<file path="src/rtl/fft_bfly_scheduler.sv">
// Butterfly sequencer for an in-place radix-2 DIT FFT: walks every stage and
// butterfly, issues read pairs plus twiddle indices, and replays them as write-backs.
module fft_bfly_scheduler #(
    parameter int LOG2N    = 8,
    parameter int BFLY_LAT = 2
) (
    input  logic                     clk,
    input  logic                     reset_n,
    input  logic                     start,
    input  logic                     hold,
    output logic                     busy,
    output logic                     done,
    output logic [$clog2(LOG2N)-1:0] stage,
    output logic                     rd_en,
    output logic [LOG2N-1:0]         rd_addr_a,
    output logic [LOG2N-1:0]         rd_addr_b,
    output logic [LOG2N-2:0]         tw_addr,
    output logic                     wr_en,
    output logic [LOG2N-1:0]         wr_addr_a,
    output logic [LOG2N-1:0]         wr_addr_b
);

    localparam int SW = $clog2(LOG2N);
    localparam int KW = LOG2N - 1;
    localparam int CW = (BFLY_LAT > 1) ? $clog2(BFLY_LAT) : 1;

    localparam logic [SW-1:0]    LAST_STAGE = SW'(LOG2N - 1);
    localparam logic [CW-1:0]    LAST_CNT   = CW'(BFLY_LAT - 1);
    localparam logic [LOG2N-1:0] ONE        = LOG2N'(1);

    typedef enum logic [1:0] {
        S_IDLE,
        S_ISSUE,
        S_DRAIN,
        S_DONE
    } state_t;

    typedef struct packed {
        logic             vld;
        logic [LOG2N-1:0] a;
        logic [LOG2N-1:0] b;
    } slot_t;

    // Upper-leg address: insert a zero bit at position s of butterfly index k.
    function automatic logic [LOG2N-1:0] f_addr_a(input logic [KW-1:0] k,
                                                  input logic [SW-1:0] s);
        logic [LOG2N-1:0] kk;
        logic [LOG2N-1:0] mask;
        kk   = {1'b0, k};
        mask = (ONE << s) - ONE;
        return ((kk & ~mask) << 1) | (kk & mask);
    endfunction

    function automatic logic [KW-1:0] f_tw(input logic [KW-1:0] k,
                                           input logic [SW-1:0] s);
        logic [KW-1:0] mask;
        mask = (KW'(1) << s) - KW'(1);
        return (k & mask) << (SW'(KW) - s);
    endfunction

    state_t           r_state;
    state_t           w_nxt_state;
    logic [SW-1:0]    r_stage;
    logic [SW-1:0]    w_nxt_stage;
    logic [KW-1:0]    r_k;
    logic [KW-1:0]    w_nxt_k;
    logic [CW-1:0]    r_cnt;
    logic [CW-1:0]    w_nxt_cnt;
    logic             r_vld;
    logic             w_nxt_vld;
    logic             w_stall;

    logic             r_busy;
    logic             r_done;
    logic             r_rd_en;
    logic             r_wr_en;
    logic [LOG2N-1:0] r_rd_a;
    logic [LOG2N-1:0] r_rd_b;
    logic [KW-1:0]    r_tw;

    slot_t            r_dl    [BFLY_LAT];
    slot_t            w_chain [BFLY_LAT+1];

    // r_vld marks the slot currently on the read port as issued; it stays set
    // through a hold so the stalled butterfly still enters the delay line once.
    always_comb begin
        // NOTE: every next-state signal takes its current value first, so no path leaves it unassigned and no latch is inferred.
        w_nxt_state = r_state;
        w_nxt_stage = r_stage;
        w_nxt_k     = r_k;
        w_nxt_cnt   = r_cnt;
        w_nxt_vld   = r_vld;
        w_stall     = hold && ((r_state == S_ISSUE) || (r_state == S_DRAIN));

        unique case (r_state)
            S_IDLE, S_DONE: begin
                w_nxt_state = S_IDLE;
                w_nxt_vld   = 1'b0;
                if (start) begin
                    w_nxt_state = S_ISSUE;
                    w_nxt_stage = '0;
                    w_nxt_k     = '0;
                    w_nxt_vld   = 1'b1;
                end
            end
            S_ISSUE: begin
                if (!w_stall) begin
                    if (r_k == '1) begin
                        w_nxt_state = S_DRAIN;
                        w_nxt_cnt   = '0;
                        w_nxt_vld   = 1'b0;
                    end else begin
                        w_nxt_k = r_k + KW'(1);
                    end
                end
            end
            S_DRAIN: begin
                if (!w_stall) begin
                    if (r_cnt == LAST_CNT) begin
                        if (r_stage == LAST_STAGE) begin
                            w_nxt_state = S_DONE;
                        end else begin
                            w_nxt_state = S_ISSUE;
                            w_nxt_stage = r_stage + SW'(1);
                            w_nxt_k     = '0;
                            w_nxt_vld   = 1'b1;
                        end
                    end else begin
                        w_nxt_cnt = r_cnt + CW'(1);
                    end
                end
            end
            default: begin
                w_nxt_state = S_IDLE;
                w_nxt_vld   = 1'b0;
            end
        endcase
    end

    always_comb begin
        w_chain[0] = {r_vld, r_rd_a, r_rd_b};
        for (int i = 0; i < BFLY_LAT; i++) begin
            w_chain[i+1] = r_dl[i];
        end
    end

    always_ff @(posedge clk or negedge reset_n) begin
        if (!reset_n) begin
            r_state <= S_IDLE;
            r_stage <= '0;
            r_k     <= '0;
            r_cnt   <= '0;
            r_vld   <= 1'b0;
            r_busy  <= 1'b0;
            r_done  <= 1'b0;
            r_rd_en <= 1'b0;
            r_rd_a  <= '0;
            r_rd_b  <= '0;
            r_tw    <= '0;
        end else begin
            // NOTE: non-blocking assignments let every register here sample pre-edge values regardless of statement order.
            r_state <= w_nxt_state;
            r_stage <= w_nxt_stage;
            r_k     <= w_nxt_k;
            r_cnt   <= w_nxt_cnt;
            r_vld   <= w_nxt_vld;
            r_busy  <= (w_nxt_state == S_ISSUE) || (w_nxt_state == S_DRAIN);
            r_done  <= (w_nxt_state == S_DONE);
            r_rd_en <= w_nxt_vld && !w_stall;
            if (w_nxt_vld && !w_stall) begin
                r_rd_a <= f_addr_a(w_nxt_k, w_nxt_stage);
                r_rd_b <= f_addr_a(w_nxt_k, w_nxt_stage) | (ONE << w_nxt_stage);
                r_tw   <= f_tw(w_nxt_k, w_nxt_stage);
            end
        end
    end

    // The last delay-line slot doubles as the write-address register; wr_en is
    // kept separately so a hold can blank it without losing the pending write.
    always_ff @(posedge clk or negedge reset_n) begin
        if (!reset_n) begin
            // NOTE: this delay line is a handful of flops, not a RAM, so it is reset to drop writes still in flight.
            for (int i = 0; i < BFLY_LAT; i++) begin
                r_dl[i] <= '0;
            end
            r_wr_en <= 1'b0;
        end else begin
            if (!w_stall) begin
                for (int i = 0; i < BFLY_LAT; i++) begin
                    r_dl[i] <= w_chain[i];
                end
            end
            r_wr_en <= !w_stall && w_chain[BFLY_LAT-1].vld;
        end
    end

    assign busy      = r_busy;
    assign done      = r_done;
    assign stage     = r_stage;
    assign rd_en     = r_rd_en;
    assign rd_addr_a = r_rd_a;
    assign rd_addr_b = r_rd_b;
    assign tw_addr   = r_tw;
    assign wr_en     = r_wr_en;
    assign wr_addr_a = r_dl[BFLY_LAT-1].a;
    assign wr_addr_b = r_dl[BFLY_LAT-1].b;

endmodule

</file>
<file path="config.mk">
export PLATFORM = sky130hd
export DESIGN_NAME = fft_bfly_scheduler
export DESIGN_NICKNAME = d
export VERILOG_FILES = /design/src/rtl/fft_bfly_scheduler.sv
export SDC_FILE = /design/constraint.sdc
export NUM_CORES = 1
export LEC_CHECK = 0
export BUFFER_PORTS_ARGS = -buffer_cell sky130_fd_sc_hd__clkbuf_2
export CAP_MARGIN = 20
export CORE_MARGIN = 2
export CORE_UTILIZATION = 40
export DETAILED_ROUTE_END_ITERATION = 8
export PLACE_DENSITY = 0.69
export SETUP_SLACK_MARGIN = 0.3
export SKIP_CTS_REPAIR_TIMING = 1
export SYNTH_ARGS = -nofsm -noshare
export SYNTH_HDL_FRONTEND = slang
export SYNTH_SLANG_ARGS = --single-unit
</file>
<file path="constraint.sdc">
create_clock -name clk -period 6.1 [get_ports clk]
set_input_delay 0.305 -clock clk [delete_from_list [all_inputs] [get_ports clk]]
set_output_delay 0.305 -clock clk [all_outputs]
set_load 0.05 [all_outputs]
</file>
==> metrics.cfg <==
[detailed_routing]
vias = 3073
antenna_left = 0
drcViolationCount = 0
first_pass_iters = 5
avgRoutedWirePerCell_um = 15.37
drt_iter0_markers = 282
vias_per_cell = 5.439
totalWireLength_mm = 8.684

[timing]
post-route-min-period_ns = 4.824
worst_pin_slew_ns = 0.9059
final_hold_viol_count = 0
clock_skew_ns = 0.009567
fmax_mhz = 207.3
whs_ns = 0.06134
maxSlewHeadroom = 0.3961
tns_ns = 0
setup_viol = 0
finalMaxSlewViolations = 0
rsz0062_at_grt = false
fin_crit_sh = 0.7908

[setup_path]
worstSetupStartpointType = flop
critPathKind = flop to flop
critical_path.endpoint_type = flop
setup.worst_path.start = r_state[0]
arrival_ns = 5.07
path_max_fanout = 43
cp-endpoint = rd_addr_b[5]
rrSetupSlack_ns = 1.28
worstPathRequired_ns = 6.35
timing.rr.start = r_state[0]
rr_worst_depth = 13
reg2reg_to = rd_addr_b[5]

[floorplanning]
io_pins = 50
initial_core_util = 0.4103
die_h_um = 100.9
row_count = 35
die_w_um = 100.9
coreArea_um2 = 9153
die_area_um2 = 10180

[global_routing]
grt_use_met3 = 0.04022
grt_pass1_wl_mm = 14.49
grt_most_used_layer = met2
grtUsageMet2 = 0.2672
grt_max_degree = 75
grt_use_total = 0.1811
overflow = 0
grt_pass1_vias = 2831
antenna_found_initial = 0
use_met1 = 0.2667

[power_and_ir_drop]
leakage_nw = 2.073
power_mw = 1.349
vdd_drop_max_mv = 0.1339
powerDensity_nw_per_um2 = 324.8

[clock_network]
path_clk_slew_ns = 0.09
htreeDepth = 3
clockBufferDepth = 2
cts_tree = done
cts_root_buf = clkbuf_8
cts.sinks = 74
numCtsBuffers = 9
worstSkewPairLatency_ns = 0.36

[finish]
final_cell_mix = nand2_1, dfrtp_1, clkbuf_2
drive_above_1_share = 0.1696
final_util = 0.4539
area_growth_syn_to_layout_pct = 10.63
final_common_cell = nand2_1
antennaDiodeCount = 0
fin_nets = 459

[place]
dp_hpwl_mm = 5.939
port_buffers = 49
place_congestion = 0.9219

[synthesis]
mappedNetlistArea_um2 = 3755
post_synth_inst_count = 424
syn-num-nets = 434
syn_avg_cell_area_um2 = 8.856
ys_seq_area_frac = 0.4932
synth-async-reset-ratio = 1.000
synth_seq_cells = 74
synth_edf_count = 0
netlist.area_leader.share = 0.4932
ys.flop_type = dfrtp_1
ys_top_cells_by_area = dfrtp_1, nand2_1, buf_4
ys_warn_count = 0
ys_types = 58
synth_top_cell_by_area = dfrtp_1

[status]
status = complete, no violations

[job]
cap_violations = 0

[hold_path]
hold_class = input pin to async pin

-- routing by layer --
layer / part of all wire / vias to the layer above / wire length, um
met2: 0.47 / 103 / 4094
met5: 0 / - / 0
met4: 0.011 / 0 / 93
li1: - / 1483 / -
met1: 0.47 / 1479 / 4068
met3: 0.049 / 8 / 427
-- how the worst min path moves through the flow --
stage,from,end,cells past startpoint
2_1_floorplan,reset_n,busy,0
3_3_place_gp,r_dl[33],r_dl[33],2
3_5_place_dp,r_dl[33],r_dl[33],2
4_1_cts,reset_n,wr_addr_a[5],1
5_1_grt,reset_n,wr_addr_a[5],1
6_report,reset_n,r_dl[30],1
-- report_power, final --
part / internal, mW / total, mW / switching [mW]
Sequential: 0.558 / 0.601 / 0.0435
Combinational: 0.0748 / 0.344 / 0.269
Clock: 0.196 / 0.404 / 0.208
-- registers in the layout (all words and copies together) (netlist names), 2 cells and up --
name       flops
r_dl          17
r_k            7
rd_addr_a      8
wr_addr_a      8
rd_addr_b      8
stage          3
tw_addr        7
r_state        2
wr_addr_b      8
-- stage by stage --
stage	worst slack, ns	area (um^2)	instances
floorplan	2.715	3755	424
global placement	1.498	3940	548
detailed placement	1.370	3940	548
CTS	1.344	4146	564
global route	0.9445	4154	565
finish	1.276	4154	565
-- cell families after synthesis --
family	count (synthesis)	share of synthesized area
adder cells (fa/ha/maj)	6	0.01999
AO/OA/AOI/OAI	91	0.1756
flip-flops	74	0.4932
multiplexers	4	0.01066
buffers and inverters	52	0.07297
AND/OR/NAND/NOR	195	0.2229
XOR/XNOR	2	0.004666
-- critical path, stage by stage (launching register included) --
cell	delay [ns]
dfrtp_1	0.38
inv_1	0.05
ha_1	0.42
nand2b_2	0.64
and3_1	0.48
a221oi_2	0.76
inv_2	0.30
nor2_1	0.26
inv_1	0.10
ha_1	0.37
or3_1	0.44
a21oi_1	0.13
o221ai_1	0.14
o22a_1	0.24
-- layout make-up --
class | instances | area (um^2)
Sequential cell | 74 | 1852
Timing Repair Buffer | 52 | 270.3
Multi-Input combinational cell | 298 | 1632
Tap cell | 111 | 138.9
Fill cell | 894 | 4999
Inverter | 14 | 55.05
Clock buffer | 9 | 123.9
Clock inverter | 7 | 82.58
-- synth_stat cells, types with 2 or more instances --
library cell and count:
a211o_1 2, a21boi_0 2, a21oi_1 13, a31oi_1 11
and2_1 4, and3_1 6, buf_1 2, buf_2 7
buf_4 16, clkbuf_1 12, dfrtp_1 74, ha_1 6
inv_1 12, mux2i_1 4, nand2_1 135, nand2b_1 5
nand3_1 7, nor2_1 18, nor2b_1 6, nor3_1 5
o2111ai_1 3, o211a_1 2, o211ai_1 5, o21a_1 6
o21ai_0 16, o21ai_1 2, o22a_1 5, o31ai_1 7
xnor2_1 2
No activity file was read; power rests on OpenSTA's default activity.
